File: config.mk
export PLATFORM = sky130hd
export DESIGN_NAME = pfa_chunked
export DESIGN_NICKNAME = d
export VERILOG_FILES = /design/src/rtl/pfa_chunked.sv
export SDC_FILE = /design/constraint.sdc
export NUM_CORES = 1
export LEC_CHECK = 0
export ABC_AREA = 1
export BUFFER_PORTS_ARGS = -buffer_cell sky130_fd_sc_hd__buf_4
export CAP_MARGIN = 20
export CORE_UTILIZATION = 40
export CTS_CLUSTER_DIAMETER = 30
export DETAILED_ROUTE_END_ITERATION = 10
export MAX_ROUTING_LAYER = met4
export PLACE_DENSITY = 0.67
export SKIP_CTS_REPAIR_TIMING = 1
export SYNTH_ARGS = -nofsm -noshare
export SYNTH_HDL_FRONTEND = slang
export SYNTH_SLANG_ARGS = --single-unit
File: constraint.sdc
create_clock -name clk -period 3.21 [get_ports clk]
set_input_delay 0.4815 -clock clk [delete_from_list [all_inputs] [get_ports clk]]
set_output_delay 0.4815 -clock clk [all_outputs]
set_load 0.01 [all_outputs]
File: src/rtl/pfa_chunked.sv
// Chunked adder/subtractor: SIZE-bit operands summed CHUNK bits per cycle, LSB chunk first, with valid/ready on both sides.
// Define PFA_OVF_EN to add the signed-overflow output ovf.
module pfa_chunked #(
  parameter int SIZE  = 16,
  parameter int CHUNK = 4
) (
  input  logic            clk,
  input  logic            rst,
  input  logic            in_valid,
  output logic            in_ready,
  input  logic [SIZE-1:0] a,
  input  logic [SIZE-1:0] b,
  input  logic            c_in,
  input  logic            sub,
  output logic            out_valid,
  input  logic            out_ready,
  output logic [SIZE-1:0] s,
`ifdef PFA_OVF_EN
  output logic            c_out,
  output logic            ovf
`else
  output logic            c_out
`endif
);

  localparam int NCHUNK = SIZE / CHUNK;
  localparam int IDX_W  = (NCHUNK > 1) ? $clog2(NCHUNK) : 1;
  localparam logic [IDX_W-1:0] LAST_IDX = IDX_W'(NCHUNK - 1);

  typedef enum logic [1:0] {
    IDLE = 2'd0,
    BUSY = 2'd1,
    DONE = 2'd2
  } state_t;

  state_t           state, state_next;
  logic [SIZE-1:0]  a_r, b_r;
  logic             carry_r;
  logic [IDX_W-1:0] idx;
  logic [CHUNK-1:0] sum;
  logic             cy;
  logic             accept, last;

  // State register only; all decisions live in the combinational block below.
  always_ff @(posedge clk) begin
    if (rst) state <= IDLE;
    else     state <= state_next;
  end

  always_comb begin
    // NOTE: every signal gets a default before the case so no path leaves it unassigned (no latch).
    state_next = state;
    in_ready   = 1'b0;
    out_valid  = 1'b0;
    accept     = 1'b0;
    last       = (idx == LAST_IDX);
    unique case (state)
      IDLE: begin
        in_ready = 1'b1;
        accept   = in_valid;
        if (in_valid) state_next = BUSY;
      end
      BUSY: begin
        if (last) state_next = DONE;
      end
      DONE: begin
        out_valid = 1'b1;
        if (out_ready) state_next = IDLE;
      end
      default: state_next = IDLE;
    endcase
  end

  // One CHUNK-wide slice of the ripple; the carry is re-registered between slices.
  always_comb begin
    {cy, sum} = {1'b0, a_r[idx*CHUNK +: CHUNK]}
              + {1'b0, b_r[idx*CHUNK +: CHUNK]}
              + {{CHUNK{1'b0}}, carry_r};
  end

  always_ff @(posedge clk) begin
    // NOTE: sequential state uses non-blocking assignments so every register samples pre-edge values.
    if (rst) begin
      a_r     <= '0;
      b_r     <= '0;
      carry_r <= 1'b0;
      idx     <= '0;
      s       <= '0;
      c_out   <= 1'b0;
`ifdef PFA_OVF_EN
      ovf     <= 1'b0;
`endif
    end else if (accept) begin
      // Subtraction is a + ~b + ~borrow, so the BUSY path is a pure adder.
      a_r     <= a;
      b_r     <= sub ? ~b : b;
      carry_r <= sub ? ~c_in : c_in;
      idx     <= '0;
    end else if (state == BUSY) begin
      s[idx*CHUNK +: CHUNK] <= sum;
      carry_r               <= cy;
      if (last) begin
        idx   <= '0;
        c_out <= cy;
`ifdef PFA_OVF_EN
        ovf   <= (a_r[SIZE-1] == b_r[SIZE-1]) && (sum[CHUNK-1] != a_r[SIZE-1]);
`endif
      end else begin
        idx <= idx + IDX_W'(1);
      end
    end
  end

endmodule
After elaboration in Yosys (flattened, before gate mapping)
Index checks and enable logic that the tools add are counted.
{"block": "totals", "ff_bits": 54, "output_inout_bits": 19, "inputBits": 38}
{"block": "classes", "n_eq_ne": 6, "mux": 13, "bitwise_logic": 3, "n_addsub": 4, "reduce_logical": 6, "shifts": 4}
{"operator": "4-bit negator with 34-bit output", "n": 1}
{"operator": "4-bit by 34-bit variable shift with 16-bit output (first input constant)", "n": 1}
{"operator": "4-bit by 34-bit variable part select with 16-bit output", "n": 1}
{"operator": "16-bit by 5-bit variable part select with 4-bit output", "n": 2}
{"operator": "16-bit bitwise mux", "n": 1}
{"operator": "16-bit two-way mux", "n": 1}
{"operator": "16-bit inverter", "n": 1}
{"operator": "2-bit two-way mux", "n": 4}
{"operator": "1-bit two-way mux", "n": 6}
{"operator": "2-bit != test (second input constant)", "n": 3}
{"operator": "2-bit one-hot mux with 3 select lines", "n": 1}
{"operator": "3-bit AND reduction", "n": 2}
{"operator": "4-bit by 4-bit adder with 5-bit output", "n": 1}
{"operator": "5-bit by 1-bit adder with 5-bit output", "n": 1}
{"operator": "2-bit equality test (second input constant)", "n": 2}
{"operator": "2-bit by 1-bit adder with 2-bit output (second input constant)", "n": 1}
{"operator": "2-bit by 1-bit equality test with 1-bit output (second input constant)", "n": 1}
{"operator": "2-bit zero test", "n": 1}
{"operator": "1-bit inverter", "n": 2}
{"operator": "2-bit AND reduction", "n": 1}
{"operator": "2-bit nonzero test", "n": 1}
{"operator": "2-bit OR reduction", "n": 1}

Depth between registers and ports, before layout
{"block": "logic_depth", "ltp_word": 5, "depth_mapped": 12, "mapped_depth_nobuf": 11}

Worst setup path before layout
OpenSTA, ideal clock, no wires.
{"block": "synth_path", "path_type": "register to register", "startpoint": "reg idx[1]", "endpoint": "reg s[6]", "stages_incl_launch_ff": 12, "t_arrival_ns": 2.209, "slack_ns": 0.873, "setup_ns": 0.128, "path_buffers": 1, "cell_sequence": "dfxtp_1 clkbuf_1 inv_1 o21ai_0 o22ai_1 fa_1 fa_1 xor2_1 nand2_1 nor2_1 a22oi_1 nor2_1"}
{"block": "synth_between", "elab_chain_cells": 5, "elab_cells_between_ends": 8, "classes_between": "add/sub (3); shift (4); mux (1)"}
{"item": "start, declared", "line": "39", "source": "logic [IDX_W-1:0] idx;"}
{"item": "start signal, assigned", "line": "109", "source": "idx <= idx + IDX_W'(1);"}
{"item": "16-bit by 5-bit variable part select with 4-bit output, on equally long branches", "line": "76, 77"}
{"item": "4-bit by 4-bit adder with 5-bit output", "line": "77", "source": "+ {1'b0, b_r[idx*CHUNK +: CHUNK]}"}
{"item": "5-bit by 1-bit adder with 5-bit output", "line": "78", "source": "+ {{CHUNK{1'b0}}, carry_r};"}
{"item": "4-bit by 34-bit variable part select with 16-bit output", "line": "100", "source": "s[idx*CHUNK +: CHUNK] <= sum;"}
{"item": "16-bit bitwise mux (*)", "line": "100"}
{"item": "end signal, assigned by index", "line": "100"}
{"item": "end, declared", "line": "17", "source": "output logic [SIZE-1:0] s,"}
Mark *: on every way between the ends. The rest lies on a longest branch, timed or not.
A chain may end at the register's enable or synchronous reset.

Worst setup path after layout
{"block": "layout_path", "startpoint": "reg idx[1]", "endpoint": "reg s[14]"}
The elaborated chain is that of the path after synthesis.

==> metrics.txt <==
# TYPE chip_impl_metric gauge
chip_impl_metric{name="cts_sinks",unit=""} 54
chip_impl_metric{name="netlist-cell-type-count",unit=""} 33
chip_impl_metric{name="finalHoldViolations",unit=""} 0
chip_impl_metric{name="die-width",unit="um"} 82.1
chip_impl_metric{name="synthMuxAreaShare",unit="%"} 0
chip_impl_metric{name="simple_gate_fraction_of_synth_area",unit="%"} 21.8
chip_impl_metric{name="fp-row-count",unit=""} 28
chip_impl_info{name="cts.root.buffer_cell",value="sky130_fd_sc_hd__clkbuf_8"} 1
chip_impl_metric{name="detailedPlacementHpwl",unit="mm"} 4.05
chip_impl_info{name="unrepaired_setup_endpoints_after_global_routing",value="no"} 1
chip_impl_metric{name="internal_power",unit="mW"} 0.981
chip_impl_metric{name="netSwitchingFraction",unit="%"} 28.0
chip_impl_info{name="cts_tree",value="yes"} 1
chip_impl_metric{name="synth-seq-area-share",unit="%"} 42.1
chip_impl_metric{name="clock_path_buffers",unit=""} 2
chip_impl_metric{name="fin_hold_ws",unit="ns"} 0.425
chip_impl_info{name="cp_slowest_cell",value="sky130_fd_sc_hd__dfxtp_1"} 1
chip_impl_metric{name="worst-path-max-fanout",unit=""} 13
chip_impl_metric{name="final_layout_size_suffix_gt1_share",unit="%"} 21.6
chip_impl_info{name="netlist_top_cells_area",value="sky130_fd_sc_hd__dfxtp_1 42%, sky130_fd_sc_hd__nor2_1 9.1%, sky130_fd_sc_hd__o21ai_0 8.4%"} 1
chip_impl_metric{name="layout.nets",unit=""} 420
chip_impl_metric{name="power.clock.fraction",unit="%"} 25.7
chip_impl_metric{name="p_per_area",unit="nW/um^2"} 443
chip_impl_metric{name="edff_count_synth",unit=""} 0
chip_impl_metric{name="synth_adder_area_share",unit="%"} 5.95
chip_impl_info{name="worstSetupStartpointType",value="register"} 1
chip_impl_metric{name="fin_ws",unit="ns"} 0.579
chip_impl_metric{name="ys.warnings.count",unit=""} 0
chip_impl_metric{name="switching_component_of_the_power",unit="mW"} 0.382
chip_impl_metric{name="die_height",unit="um"} 82.1
chip_impl_metric{name="setup_viol_count_final",unit=""} 0
chip_impl_metric{name="port-buffer-count",unit=""} 56
chip_impl_metric{name="ir_drop",unit="uV"} 201
chip_impl_metric{name="routabilityCongestion",unit=""} 0.864
chip_impl_metric{name="comb_power_share",unit="%"} 20.3
chip_impl_metric{name="grt_first_pass_wirelength",unit="mm"} 8.96
chip_impl_metric{name="fin_tns_setup",unit="ns"} 0
chip_impl_metric{name="postPlaceCellArea",unit="um^2"} 3000
chip_impl_metric{name="timing.final.crit_share",unit="%"} 82.0
chip_impl_metric{name="wire_per_inst",unit="um"} 12.1
chip_impl_metric{name="crit_path_max_incr_delay",unit="ns"} 0.55
chip_impl_metric{name="post_synth_inst_count",unit=""} 323
chip_impl_metric{name="final_area",unit="um^2"} 3080
chip_impl_metric{name="drc",unit=""} 0
chip_impl_info{name="yosys_most_used_dff",value="sky130_fd_sc_hd__dfxtp_1"} 1
chip_impl_metric{name="cts_buffers",unit=""} 5
chip_impl_metric{name="grt.total_usage",unit="%"} 17.7
chip_impl_metric{name="detail_route.wirelength",unit="mm"} 5.39
chip_impl_metric{name="coreArea",unit="um^2"} 6060
chip_impl_metric{name="grt_ovf",unit=""} 0
chip_impl_metric{name="critPathArrivalTime",unit="ns"} 2.88
chip_impl_metric{name="syn-cell-area",unit="um^2"} 2570
chip_impl_metric{name="antenna_found_initial",unit=""} 0
chip_impl_metric{name="drt_iter0_drc",unit=""} 104
chip_impl_metric{name="area.growth.synth_to_final",unit="%"} 19.8
chip_impl_metric{name="total_of_flip_flops_plus_latches_after_synthesis",unit=""} 54
chip_impl_metric{name="synth_area_in_xor_xnor",unit="%"} 6.14
chip_impl_metric{name="post_route_ant_nets",unit=""} 0
chip_impl_metric{name="clkTransAtPathRegs",unit="ns"} 0.09
chip_impl_info{name="end_kind",value="register"} 1
chip_impl_metric{name="dr.pass1.iters",unit=""} 4
chip_impl_metric{name="route.detailed.vias_per_inst",unit=""} 5.00
chip_impl_metric{name="ys_async_sr_fraction",unit="%"} 0
chip_impl_metric{name="floorplan.initialDensity",unit="%"} 42.4
chip_impl_metric{name="seq_power_share",unit="%"} 54.1
chip_impl_metric{name="grt_start_max_net_pins",unit=""} 30
chip_impl_metric{name="mean_post_synth_cell_area",unit="um^2"} 7.95
chip_impl_metric{name="vias_in_the_first_global_route",unit=""} 2013
chip_impl_metric{name="maximum_operating_frequency",unit="GHz"} 0.380
chip_impl_metric{name="timing.slew.headroom",unit="%"} 66.8
chip_impl_info{name="status",value="finished, final reports clean"} 1
chip_impl_metric{name="floorplan.die_area",unit="um^2"} 6740
chip_impl_metric{name="layout.core_utilization",unit="%"} 50.7
chip_impl_metric{name="synth_top_area_share",unit="%"} 42.1
chip_impl_metric{name="max_slew_violation_count",unit=""} 0
chip_impl_info{name="synth_largest_area_cell",value="sky130_fd_sc_hd__dfxtp_1"} 1
chip_impl_metric{name="detailroute.via_count",unit=""} 2229
chip_impl_metric{name="period_minus_slack",unit="ns"} 2.63
chip_impl_metric{name="worst_clock_skew",unit="ns"} 0.00708
chip_impl_info{name="synth_top_family_by_area",value="simple AND/OR/NAND/NOR gates"} 1
chip_impl_metric{name="io_pins",unit=""} 57
chip_impl_info{name="timing_worst_setup_path_type",value="reg -> reg"} 1
chip_impl_metric{name="synth_fp_nets",unit=""} 372
chip_impl_metric{name="number_of_max_capacitance_violations_reported",unit=""} 0
chip_impl_metric{name="worstSkewPairLatency",unit="ns"} 0.30
chip_impl_info{name="crit_chain",value="inv_1 > o21ai_0 > o22ai_1 > fa_1 > fa_1 > xor2_1 > nand2_1 > nor2_1 > a22oi_1 > nor2_1"} 1
chip_impl_metric{name="worst-slew-pin-transition",unit="ns"} 0.498
chip_impl_metric{name="fillerInstances",unit=""} 639
chip_impl_metric{name="leakage",unit="nW"} 1.26
chip_impl_metric{name="synth-compound-area-share",unit="%"} 18.3
chip_impl_info{name="hold_class",value="in -> reg"} 1
chip_impl_metric{name="htree_levels",unit=""} 2
chip_impl_metric{name="worst_ep_required_time",unit="ns"} 3.45
chip_impl_metric{name="antenna_cells",unit=""} 0
chip_impl_metric{name="preCtsSetupSlack",unit="ns"} 0.601
[flip-flops by register name (all words and copies together) (netlist names)]
name,cells
a_r,16
b_r,16
s,16
idx,2
state,2
c_out,1
carry_r,1
[metal layers]
metal | global-route usage, % | part of all wire [%]
met2 | 29.9 | 47
met5 | - | 0
met3 | 2.42 | 5.6
met4 | 5.79 | 1.3
met1 | 21.7 | 47
[power groups by stage]
stage                     Sequential [mW]  Clock, mW  Combinational [mW]
after floorplan                     0.747          0               0.196
after global placement              0.753          0               0.272
after detailed placement            0.753          0               0.278
after CTS                           0.738      0.364               0.278
after global routing                0.742      0.387               0.312
final                               0.737      0.350               0.276
[layout by cell type, fill, tap and decap left out, types with 4 or more instances in the layout]
master / Yosys / layout
sky130_fd_sc_hd__buf_4: 2 / 58
sky130_fd_sc_hd__nor2_1: 62 / 62
sky130_fd_sc_hd__nor2_2: 4 / 4
sky130_fd_sc_hd__ha_1: 9 / 9
sky130_fd_sc_hd__xnor2_1: 17 / 17
sky130_fd_sc_hd__nand2_1: 45 / 45
sky130_fd_sc_hd__dfxtp_1: 54 / 54
sky130_fd_sc_hd__o22ai_1: 8 / 8
sky130_fd_sc_hd__inv_1: 10 / 10
sky130_fd_sc_hd__o21ai_0: 43 / 43
sky130_fd_sc_hd__nand3_1: 6 / 6
sky130_fd_sc_hd__a211oi_2: 4 / 4
sky130_fd_sc_hd__a21oi_1: 17 / 17
sky130_fd_sc_hd__a22oi_1: 4 / 4
sky130_fd_sc_hd__clkbuf_8: 0 / 5
[final timing paths]
path	startpoint	endpoint	cells after the start	slack (ns)
setup / recovery	idx[1]$_SDFFE_PP0P_	s[14]$_SDFFE_PP0P_	10	0.58
hold / removal	a[8]	a_r[8]$_SDFFE_PP0P_	3	0.42
setup reg to reg	idx[1]$_SDFFE_PP0P_	s[14]$_SDFFE_PP0P_	10	0.58
hold reg to reg	b_r[12]$_SDFFE_PP0P_	b_r[12]$_SDFFE_PP0P_	2	0.46
[stage by stage]
step | instances | power [mW]
6_report | 446 | 1.36
5_1_grt | 446 | 1.44
4_1_cts | 446 | 1.38
3_5_place_dp | 439 | 1.03
3_3_place_gp | 439 | 1.03
2_1_floorplan | 323 | 0.943
[area by class of cell]
class	instances	area, um^2	area share, %
clock buffers	7	76.3	2.48
inverters	13	48.8	1.59
multi-input cells	239	1340	43.6
flip-flops and latches	54	1080	35.2
well taps	75	93.8	3.05
repair buffers	58	435	14.2
[Yosys cell counts (all sizes together), types with 6 or more instances]
cell type   n
nand2      49
inv        12
clkbuf      7
o22ai       8
o21ai      45
dfxtp      54
nand3       6
nor2       68
xnor2      17
buf        10
a21oi      17
ha          9
[cells by family (layout without fill, tap and decap cells)]
logic type               count (synthesis)  count (layout)
AND/OR/NAND/NOR                        128             128
buffers and inverters                   30              78
adder cells (fa/ha/maj)                 11              11
AO/OA/AOI/OAI                           82              82
flip-flops                              54              54
XOR/XNOR                                18              18
[critical path, delay by kind of cell (launching register included)]
family / cells / cell delay (ns)
compound gates: 3 / 0.32
fa+ha+maj: 2 / 0.85
buf+inv: 1 / 0.26
simple gates: 3 / 0.32
flops: 1 / 0.55
xor+xnor: 1 / 0.27
No activity file was read; power rests on OpenSTA's default activity.
